### src/rtl/fdiv_result_packer.sv
// fdiv_result_packer: normalizes, RNE-rounds and packs Goldschmidt quotients into IEEE singles.
// Define FDIV_PACK_SUBNORMAL_EN for gradual underflow (default flush-to-zero); latency is 2 cycles in both builds.
module fdiv_result_packer #(
    parameter int EXP_W = 10
) (
    input  logic                    clock,
    input  logic                    reset,
    input  logic                    in_valid,
    input  logic                    in_sign,
    input  logic signed [EXP_W-1:0] in_exp,
    input  logic [1:0]              in_kind,
    input  logic                    in_invalid,
    input  logic                    in_dbz,
    input  logic                    q_ready,
    input  logic [31:0]             q,
    output logic                    busy,
    output logic                    out_valid,
    output logic [31:0]             result,
    output logic [4:0]              flags
);
    typedef enum logic [1:0] {IDLE, WAIT, ROUND, OUT} state_t;
    localparam logic [1:0] K_NORMAL = 2'd0, K_NAN = 2'd1, K_INF = 2'd2, K_ZERO = 2'd3;
    localparam logic signed [EXP_W:0] E_MAX = (EXP_W+1)'(255);

    state_t                r_state, w_next;
    logic                  r_sign, r_inv, r_dbz, r_g, r_s;
    logic [1:0]            r_kind;
    logic [22:0]           r_man;
    logic signed [EXP_W:0] r_e, w_e;
    logic [31:0]           r_result, w_res;
    logic [4:0]            r_flags, w_flg;
    logic [23:0]           w_sum;
    logic [30:0]           w_uf_res;
    logic                  w_up, w_ovf, w_unf, w_norm, w_uf_x;

    always_ff @(posedge clock) begin
        if (reset) begin
            r_state  <= IDLE;
            r_result <= '0;
            r_flags  <= '0;
        end else begin
            r_state <= w_next;
            if (r_state == IDLE && in_valid) begin
                r_sign <= in_sign;
                r_kind <= in_kind;
                r_inv  <= in_invalid;
                r_dbz  <= in_dbz;
                r_e    <= {in_exp[EXP_W-1], in_exp};
            end
            if (r_state == WAIT && q_ready) begin
                r_man <= q[31] ? q[30:8] : q[29:7];
                r_g   <= q[31] ? q[7] : q[6];
                r_s   <= q[31] ? |q[6:0] : |q[5:0];
                r_e   <= q[31] ? r_e : r_e - 1'b1;
            end
            if (r_state == ROUND) begin
                r_result <= w_res;
                r_flags  <= w_flg;
            end
        end
    end

    always_comb begin
        w_next = r_state;
        case (r_state)
            IDLE:    w_next = in_valid ? (in_kind == K_NORMAL ? WAIT : ROUND) : IDLE;
            WAIT:    w_next = q_ready ? ROUND : WAIT;
            ROUND:   w_next = OUT;
            default: w_next = IDLE;
        endcase
    end

    assign w_up   = r_g & (r_s | r_man[0]);
    assign w_sum  = {1'b0, r_man} + {23'b0, w_up};
    assign w_e    = r_e + {{EXP_W{1'b0}}, w_sum[23]};
    assign w_ovf  = w_e >= E_MAX;
    assign w_unf  = w_e[EXP_W] | ~|w_e;
    assign w_norm = r_kind == K_NORMAL;

`ifdef FDIV_PACK_SUBNORMAL_EN
    // Subnormal path re-rounds the unrounded significand shifted right by 1-e.
    logic signed [EXP_W:0] w_shf;
    logic [4:0]            w_sh;
    logic [48:0]           w_sv;
    logic                  w_sg, w_ss;
    assign w_shf    = (EXP_W+1)'(1) - r_e;
    assign w_sh     = (w_shf > (EXP_W+1)'(25)) ? 5'd25 : w_shf[4:0];
    assign w_sv     = 49'({1'b1, r_man, r_g, 25'b0} >> w_sh);
    assign w_sg     = w_sv[25];
    assign w_ss     = r_s | (|w_sv[24:0]);
    assign w_uf_res = {8'h00, w_sv[48:26]} + {30'b0, w_sg & (w_ss | w_sv[26])};
    assign w_uf_x   = w_sg | w_ss;
`else
    assign w_uf_res = '0;
    assign w_uf_x   = 1'b1;
`endif

    assign w_res = r_kind == K_NAN  ? 32'h7FC00000 :
                   r_kind == K_INF  ? {r_sign, 8'hFF, 23'h0} :
                   r_kind == K_ZERO ? {r_sign, 31'h0} :
                   w_ovf            ? {r_sign, 8'hFF, 23'h0} :
                   w_unf            ? {r_sign, w_uf_res} :
                                      {r_sign, w_e[7:0], w_sum[22:0]};
    assign w_flg = {r_inv, r_dbz, w_norm & w_ovf, w_norm & ~w_ovf & w_unf & w_uf_x,
                    w_norm & (w_ovf | (w_unf ? w_uf_x : (r_g | r_s)))};

    assign busy      = r_state != IDLE;
    assign out_valid = r_state == OUT;
    assign result    = r_result;
    assign flags     = r_flags;
endmodule

### config.mk
export PLATFORM = sky130hd
export DESIGN_NAME = fdiv_result_packer
export DESIGN_NICKNAME = d
export VERILOG_FILES = /design/src/rtl/fdiv_result_packer.sv
export SDC_FILE = /design/constraint.sdc
export NUM_CORES = 1
export LEC_CHECK = 0
export ABC_AREA = 1
export BUFFER_PORTS_ARGS = -buffer_cell sky130_fd_sc_hd__buf_2
export CAP_MARGIN = 20
export CELL_PAD_IN_SITES_DETAIL_PLACEMENT = 0
export CELL_PAD_IN_SITES_GLOBAL_PLACEMENT = 1
export CORE_AREA = 8 8 115 117
export DETAILED_ROUTE_END_ITERATION = 7
export DIE_AREA = 0 0 123 125
export PLACE_DENSITY = 0.84
export SYNTH_ARGS = -nofsm -noshare
export SYNTH_HDL_FRONTEND = slang
export SYNTH_SLANG_ARGS = --single-unit
### constraint.sdc
create_clock -name clock -period 4.2 [get_ports clock]
set_input_delay 0.84 -clock clock [delete_from_list [all_inputs] [get_ports clock]]
set_output_delay 0.84 -clock clock [all_outputs]
set_load 0.03 [all_outputs]
==> results of run 1 <==
## worst min-delay path, cell delays in order, from the launching register on
cell	delay, ns
dfxtp_1	0.30
nand2_1	0.06
a21oi_1	0.05
## layer usage
metal / vias to the layer above / share of wire [%] / track usage (%)
li1: 2087 / - / -
met3: 8 / 7.5 / 4.10
met4: 0 / 1.1 / 4.89
met2: 111 / 43 / 21.2
met5: - / 0 / 0
met1: 1741 / 49 / 20.1
## final cells by class
type	instances	share of cell area [%]
Clock buffer	10	4.32
Sequential cell	80	38.0
Clock inverter	6	1.13
Timing Repair Buffer	93	8.97
Tap cell	147	3.47
Inverter	59	4.18
Multi-Input combinational cell	433	40.0
## where the power goes
group,switching (uW),internal [uW]
registers,28.9,864
logic,182,88.4
clock network,292,457
## synth_stat cells, types with 2 or more instances
cell type / n / share of area [%]
a21oi_1: 37 / 4.2
nand2_2: 13 / 1.8
o21bai_1: 3 / 0.51
dfxtp_1: 39 / 18
nand3_1: 45 / 5.1
buf_4: 2 / 0.34
nand4_1: 9 / 1.3
nor2_1: 55 / 4.6
ha_1: 5 / 1.4
edfxtp_1: 41 / 28
inv_1: 57 / 4.8
a2bb2oi_1: 2 / 0.39
o21ai_0: 18 / 2.0
buf_2: 3 / 0.34
nor3_1: 8 / 0.90
nor4_1: 2 / 0.28
xnor2_1: 6 / 1.2
clkinv_1: 2 / 0.17
clkbuf_1: 14 / 1.2
xor2_1: 11 / 2.2
nand2_1: 197 / 17
a21oi_2: 10 / 2.0
## cells by family after synthesis
logic type      after synthesis  share of synthesized area (%)
simple gates                335                           32.2
flops                        80                           45.2
buf+inv                      79                           7.17
compound gates               75                           9.99
xor+xnor                     18                           3.97
fa+ha+maj                     5                           1.41
## per-stage QoR
| step | utilization, % | power, uW | worst slack [ns] | area, um^2 | hold WS [ns] |
|---|---|---|---|---|---|
| after floorplan | - | 1090 | 1.01 | 4450 | 0.475 |
| after global placement | 43.2 | 1180 | 0.526 | 5010 | 0.451 |
| after detailed placement | 43.2 | 1180 | 0.387 | 5010 | 0.456 |
| after CTS | 45.7 | 1940 | 0.349 | 5300 | 0.465 |
| after global routing | 45.7 | 2010 | 0.0662 | 5300 | 0.482 |
| final | 45.7 | 1910 | 0.370 | 5300 | 0.462 |
## state kept, by name, summed over array words and instances, names as in the netlist
register and cells:
r_s 1, r_g 1, r_dbz 1, r_inv 1, r_state 2, r_e 11
flags 5, r_sign 1, r_man 23, result 32, r_kind 2
## how the worst min path moves through the flow
stage | start | endpoint | slack [ns] | cells past startpoint
3_5_place_dp | result[2]$_SDFFE_PP0P_ | result[2]$_SDFFE_PP0P_ | 0.46 | 2
4_1_cts | result[2]$_SDFFE_PP0P_ | result[2]$_SDFFE_PP0P_ | 0.46 | 2
3_3_place_gp | flags[4]$_SDFFE_PP0P_ | flags[4]$_SDFFE_PP0P_ | 0.45 | 2
6_report | result[2]$_SDFFE_PP0P_ | result[2]$_SDFFE_PP0P_ | 0.46 | 2
5_1_grt | result[2]$_SDFFE_PP0P_ | result[2]$_SDFFE_PP0P_ | 0.48 | 2
2_1_floorplan | r_dbz$_DFFE_PP_ | flags[3]$_SDFFE_PP0P_ | 0.48 | 2
==> results.cfg, run 1 <==
[clocking]
cts_resized = 0
cts_buffers = 9
insertion_delay_ns = 0.34
h-tree-depth = 3
clkSinkCount = 80
clockBufferDepth = 2
clk_pin_slew_worst_paths_ns = 0.06
cts-hold-fix-buffers = 0
post_cts_buffers = 0
cts_tree = built
cts_root_buf = clkbuf_16

[detailed_routing]
ant_nets = 0
vias = 3947
firstDrtPassIters = 5
initialDrtViolationCount = 323
vias_per_cell = 4.77
wl_um = 10800
wire_per_inst_um = 13.0
drc_errors = 0

[global_route]
grt_max_degree = 42
first_global_vias = 3875
antenna_found_initial = 0
grt_pass1_wl_um = 18300
grt_usage_pct = 14.5
gr-total-overflow = 0

[worst_setup_path]
crit_fanout = 18
cp.required_ns = 4.45
setup.worst_path.start_class = flop
critPathMaxStageDelay_ns = 0.41
crit_chain = o21a_1, ha_1, inv_1, nor2_1, nand4_1, nor2_1, nand2_1, nor3_1, ha_1, nand2_2, nor2_4, nand2_2, nor3_4, xor2_4, nand2_4, nor2_8, nand2_1, a21oi_1
r2r_slack_ns = 0.37
endpoint = result[3]$_SDFFE_PP0P_
reg2reg_from = r_s$_DFFE_PP_
critPathBufInv = 1
cpLargestDelayFamily = simple AND/OR/NAND/NOR gates
r2r-end = result[3]$_SDFFE_PP0P_
cp-end-kind = flop
path_depth = 18
reg2regPathDepth = 18
startpoint = r_s$_DFFE_PP_
cp.arrival_ns = 4.08
critPathKind = flop to flop
slowest_stage = xor2_4

[placed_design]
portBuffers = 89
place.gp.congestion = 0.914
post-dp-hpwl_um = 8490
dpl.cell_count = 812

[synthesis]
synth.avg_cell_area_um2 = 7.51
ys.flop_type = edfxtp_1
yosysSeqAreaShare_pct = 45.2
ys_ff_latch = 80
syn_inst = 592
async_flop_share_pct = 0
synth_cell_types = 35
syn_nets = 648
synth_edf_count = 41
synth_warnings = 0
synth_area_um2 = 4450

[timing]
max_slew_margin_pct = 44.7
period_share_pct = 91.2
period_minus_slack_ns = 3.83
fmax_mhz = 261
fin_skew_ns = 0.00744
rsz0062_at_grt = false
final_max_slew_viol_count = 0
setup_violations = 0
finalHoldViolCount = 0
worst_pin_slew_ns = 0.830
setup-tns-final_ns = 0

[floorplan]
die_x_um = 123
rows = 40
start_util_pct = 38.3
die-area_um2 = 15400
boundaryPins = 90
coreArea_um2 = 11600
die_y_um = 125

[cells_and_area]
synthToLayoutAreaGrowth_pct = 19.2
mostFrequentLayoutCells = nand2_1 (197), buf_2 (89), inv_1 (57), nor2_1 (54), nand3_1 (45)
final_cell_count_no_fill = 828
drive_gt1_share_pct = 20.3
fillers = 1187
nets = 732
diodes = 0
final_common_cell = nand2_1
multi_input_area_um2 = 2120
seq_area_um2 = 2010

[power_and_ir_drop]
powerDensity_nw_per_um2 = 361
p_leak_uw = 0.00237
ir_worst_vdd_v = 0.000212

[run_status]
status = completed

[run]
drv_cap = 0

[hold_path]
hp-class = flop to flop
(Power assumes the default switching activity.)
==> run 2, diff against run 1 <==
--- a/config.mk
+++ b/config.mk
@@ -13,7 +13,7 @@
 export CORE_AREA = 8 8 115 117
 export DETAILED_ROUTE_END_ITERATION = 7
 export DIE_AREA = 0 0 123 125
-export PLACE_DENSITY = 0.84
+export PLACE_DENSITY_LB_ADDON = 0.1
 export SYNTH_ARGS = -nofsm -noshare
 export SYNTH_HDL_FRONTEND = slang
 export SYNTH_SLANG_ARGS = --single-unit
==> results.cfg, run 2 (synthesized netlist as in run 1, its figures left out) <==
[floorplan]
die_y_um = 125
rows = 40
coreArea_um2 = 11600
boundaryPins = 90
start_util_pct = 38.3
die-area_um2 = 15400
die_x_um = 123

[global_route]
gr-total-overflow = 0
antenna_found_initial = 0
grt_max_degree = 42
grt_usage_pct = 15.0
first_global_vias = 3739
grt_pass1_wl_um = 18300

[power_and_ir_drop]
internal_power_uw = 1500
p_seq_share_pct = 44.2
p_leak_uw = 0.00242
p_sw_uw = 517
ir_worst_vdd_v = 0.000253
clkPwrFrac_pct = 42.0
p_total_uw = 2020
powerDensity_nw_per_um2 = 375
power_frac_comb_pct = 13.7
swShare_pct = 25.6

[timing]
worst_pin_slew_ns = 0.890
max_slew_margin_pct = 40.7
period_share_pct = 90.2
rsz0062_at_grt = false
setup-tns-final_ns = 0
setup_violations = 0
finalHoldViolCount = 0
fin_skew_ns = 0.00562
period_minus_slack_ns = 3.79
fmax_mhz = 264
final_max_slew_viol_count = 0

[clocking]
h-tree-depth = 3
clockBufferDepth = 2
cts-hold-fix-buffers = 0
clkSinkCount = 80
clk_pin_slew_worst_paths_ns = 0.06
cts_buffers = 9
cts_root_buf = clkbuf_16
cts_tree = built
insertion_delay_ns = 0.34

[cells_and_area]
fin_util_pct = 46.4
diodes = 0
multi_input_area_um2 = 2120
design_area_um2 = 5380
largest_reg_flops = 32
drive_gt1_share_pct = 21.2
mostFrequentLayoutCells = nand2_1 (197), buf_2 (89), inv_1 (57), nor2_1 (54), nand3_1 (44)
synthToLayoutAreaGrowth_pct = 21.0
seq_area_um2 = 2010
final_common_cell = nand2_1
nets = 736
fillers = 1193
final_cell_count_no_fill = 832

[worst_setup_path]
critPathMaxStageDelay_ns = 0.34
path_depth = 21
r2r_slack_ns = 0.41
crit_chain = o21a_1, ha_1, inv_1, nor2_1, nand4_1, nor2_1, nand2_1, nor3_1, ha_1, nand2_2, nor2_4, nand2_2, nand2_1, nand2_1, nor2_1, nand2_1, nand2_1, nand2_1, nor2_8, nand2_1, a21oi_1
cp-end-kind = flop
setup.worst_path.start_class = flop
crit_top_cell = nand2_1
endpoint = result[1]$_SDFFE_PP0P_
cp.required_ns = 4.46
cpLargestDelayFamily = simple AND/OR/NAND/NOR gates
critPathKind = flop to flop
startpoint = r_s$_DFFE_PP_
cp.arrival_ns = 4.05
crit_fanout = 18
reg2regPathDepth = 21
slowest_stage = edfxtp_1
r2r-end = result[1]$_SDFFE_PP0P_
critPathBufInv = 1
reg2reg_from = r_s$_DFFE_PP_

[placed_design]
place.gp.congestion = 0.851
post-dp-hpwl_um = 8730
dpl_cell_area_um2 = 5010
portBuffers = 89
dpl.cell_count = 812

[hold_path]
hp-class = flop to flop

[detailed_routing]
ant_nets = 0
vias = 3910
initialDrtViolationCount = 256
wl_um = 11300
vias_per_cell = 4.70
firstDrtPassIters = 4
drc_errors = 0
wire_per_inst_um = 13.5

[run_status]
status = completed

[run]
drv_cap = 0
## run 2: power by group through the flow
stage / logic [uW] / registers [uW] / clock network [uW]
floorplan: 165 / 929 / 0
CTS: 277 / 893 / 873
global placement: 274 / 908 / 0
global route: 312 / 897 / 904
finish: 277 / 893 / 849
detailed placement: 275 / 910 / 0
## run 2: how the worst min path moves through the flow
stage | start | to | slack [ns] | cells past startpoint
CTS | result[19]$_SDFFE_PP0P_ | result[19]$_SDFFE_PP0P_ | 0.46 | 2
finish | result[19]$_SDFFE_PP0P_ | result[19]$_SDFFE_PP0P_ | 0.46 | 2
global placement | flags[3]$_SDFFE_PP0P_ | flags[3]$_SDFFE_PP0P_ | 0.45 | 2
detailed placement | result[19]$_SDFFE_PP0P_ | result[19]$_SDFFE_PP0P_ | 0.45 | 2
global route | result[19]$_SDFFE_PP0P_ | result[19]$_SDFFE_PP0P_ | 0.48 | 2
floorplan | r_dbz$_DFFE_PP_ | flags[3]$_SDFFE_PP0P_ | 0.48 | 2
## run 2: what timing repair did
item / in CTS / in global routing
gates resized for setup: 0 / 1
setup buffers: 0 / 4
endpoints found under the setup margin: 0 / 6
endpoints found under the hold margin: 0 / 0
## run 2: per-stage QoR
stage          worst slack (ns)  hold WS, ns
4_1_cts                   0.290        0.463
3_5_place_dp              0.303        0.454
3_3_place_gp              0.540        0.450
2_1_floorplan              1.01        0.475
5_1_grt                  0.0707        0.478
6_report                  0.413        0.463
## run 2: worst reg2reg max path: stages, from the launching register on
cell and delay (ns):
edfxtp_1 0.34, o21a_1 0.13, ha_1 0.21, inv_1 0.05
nor2_1 0.22, nand4_1 0.20, nor2_1 0.31, nand2_1 0.15
nor3_1 0.27, ha_1 0.25, nand2_2 0.09, nor2_4 0.17
nand2_2 0.09, nand2_1 0.06, nand2_1 0.06, nor2_1 0.19
nand2_1 0.14, nand2_1 0.10, nand2_1 0.13, nor2_8 0.30
nand2_1 0.10, a21oi_1 0.14
## run 2: layer usage
layer	routed length [um]	global-route usage [%]
met2	4400	19.9
met5	0	0
met4	225	6.66
met3	660	3.83
met1	5980	22.0
## run 2: layout make-up
| cell class | count | share of cell area, % |
|---|---|---|
| Sequential cell | 80 | 37.4 |
| Inverter | 59 | 4.11 |
| Tap cell | 147 | 3.42 |
| Timing Repair Buffer | 97 | 9.39 |
| Clock inverter | 3 | 0.814 |
| Multi-Input combinational cell | 433 | 39.5 |
| Clock buffer | 13 | 5.42 |
==> run 3, diff against run 2 <==
--- a/config.mk
+++ b/config.mk
@@ -10,9 +10,9 @@
 export CAP_MARGIN = 20
 export CELL_PAD_IN_SITES_DETAIL_PLACEMENT = 0
 export CELL_PAD_IN_SITES_GLOBAL_PLACEMENT = 1
-export CORE_AREA = 8 8 115 117
+export CORE_AREA = 2 2 109 111
 export DETAILED_ROUTE_END_ITERATION = 7
-export DIE_AREA = 0 0 123 125
+export DIE_AREA = 0 0 111 113
 export PLACE_DENSITY_LB_ADDON = 0.1
 export SYNTH_ARGS = -nofsm -noshare
 export SYNTH_HDL_FRONTEND = slang
==> results.cfg, run 3 (synthesized netlist as in run 1, its figures left out) <==
[placed_design]
place.gp.congestion = 0.837
dpl_cell_area_um2 = 5010
post-dp-hpwl_um = 8110
pre_cts_ws_ns = 0.395
portBuffers = 89

[floorplan]
rows = 39
boundaryPins = 90
die-area_um2 = 12500
die_y_um = 113
coreArea_um2 = 11300
die_x_um = 111
start_util_pct = 39.5

[clocking]
h-tree-depth = 3
cts_buffers = 9
cts_root_buf = clkbuf_16
clkSinkCount = 80
post_cts_buffers = 0
clk_pin_slew_worst_paths_ns = 0.06
cts-hold-fix-buffers = 0
cts_resized = 0
cts_tree = built
clockBufferDepth = 2
insertion_delay_ns = 0.34

[timing]
max_slew_margin_pct = 44.1
finalHoldViolCount = 0
worst_pin_slew_ns = 0.839
setup-tns-final_ns = 0
fin_ws_ns = 0.497
final_max_slew_viol_count = 0
fin_skew_ns = 0.00895
rsz0062_at_grt = false
period_minus_slack_ns = 3.70
fmax_mhz = 270
setup_violations = 0
period_share_pct = 88.2

[cells_and_area]
largest_reg_flops = 32
diodes = 0
synthToLayoutAreaGrowth_pct = 20.3
drive_gt1_share_pct = 20.7
final_common_cell = nand2_1
design_area_um2 = 5350
nets = 733
mostFrequentLayoutCells = nand2_1 (197), buf_2 (89), inv_1 (57), nor2_1 (53), nand3_1 (44)

[hold_path]
timing.hold.worst_endpoint = result[24]$_SDFFE_PP0P_
hold_depth = 2
min-delay-start = result[24]$_SDFFE_PP0P_
hp-class = flop to flop

[worst_setup_path]
cp-end-kind = flop
r2r_slack_ns = 0.50
cp.required_ns = 4.46
setup.worst_path.start_class = flop
reg2reg_from = r_man[0]$_DFFE_PP_
r2r-end = result[6]$_SDFFE_PP0P_
critPathKind = flop to flop
reg2regPathDepth = 21
cp.arrival_ns = 3.96
crit_fanout = 18

[detailed_routing]
wl_um = 10500
firstDrtPassIters = 5
wire_per_inst_um = 12.8
vias = 3925
drc_errors = 0
ant_nets = 0
vias_per_cell = 4.76
initialDrtViolationCount = 188

[global_route]
antenna_found_initial = 0
first_global_vias = 3685
grt_pass1_wl_um = 17500
grt_usage_pct = 17.2
gr-total-overflow = 0
grt_max_degree = 42

[run]
drv_cap = 0

[run_status]
status = completed

[power_and_ir_drop]
powerDensity_nw_per_um2 = 379
p_leak_uw = 0.00240
ir_worst_vdd_v = 0.000211
[run 3: through the flow]
stage | utilization, % | power [uW] | hold slack [ns] | std cells
detailed placement | 44.5 | 1180 | 0.453 | 809
global route | 47.5 | 2130 | 0.475 | 825
global placement | 44.5 | 1180 | 0.448 | 809
CTS | 47.4 | 2050 | 0.462 | 825
floorplan | - | 1090 | 0.475 | 592
finish | 47.5 | 2030 | 0.460 | 825
[run 3: worst max-delay path by stage]
stage	cells after the start	slack, ns	startpoint	endpoint
2_1_floorplan	4	1.01	q_ready	r_e[0]$_DFFE_PP_
3_3_place_gp	18	0.61	r_man[0]$_DFFE_PP_	result[3]$_SDFFE_PP0P_
3_5_place_dp	21	0.39	r_man[0]$_DFFE_PP_	result[6]$_SDFFE_PP0P_
4_1_cts	18	0.34	r_man[0]$_DFFE_PP_	result[6]$_SDFFE_PP0P_
5_1_grt	21	0.03	r_man[0]$_DFFE_PP_	result[6]$_SDFFE_PP0P_
6_report	21	0.50	r_man[0]$_DFFE_PP_	result[6]$_SDFFE_PP0P_
[run 3: final cells by class]
type                       instances  area, um^2
timing repair buffer              94         483
clock buffer                      12         258
sequential                        80        2010
multi-input combinational        433        2130
clock inverter                     4        72.6
fill                            1175        5920
inverter                          59         221
tap                              143         179
[run 3: critical path, cell delays in order, from the launching register on]
cell and delay (ns):
edfxtp_1 0.37, o21a_1 0.14, ha_1 0.21, inv_1 0.05, nor2_1 0.20, nand4_1 0.21, nor2_2 0.24, nand2_1 0.13
nor3_1 0.23, ha_1 0.24, nand2_2 0.09, nor2_4 0.17, nand2_2 0.09, nand2_1 0.07, nand2_1 0.06, nor2_1 0.18
nand2_1 0.14, nand2_1 0.10, nand2_1 0.13, nor2_8 0.30, nand2_1 0.11, a21oi_1 0.15
[run 3: metal layers]
metal	share of wire, %	wire [um]	GRT usage [%]
met5	0	0	0
met4	1.2	123	5.00
met3	6.1	638	4.93
met2	40	4170	24.2
met1	53	5610	25.7
[run 3: report_power, final]
part / switching (uW) / internal [uW] / total (uW)
clock network: 304 / 558 / 862
registers: 28.7 / 864 / 892
logic: 183 / 89.5 / 273
total: 516 / 1510 / 2030
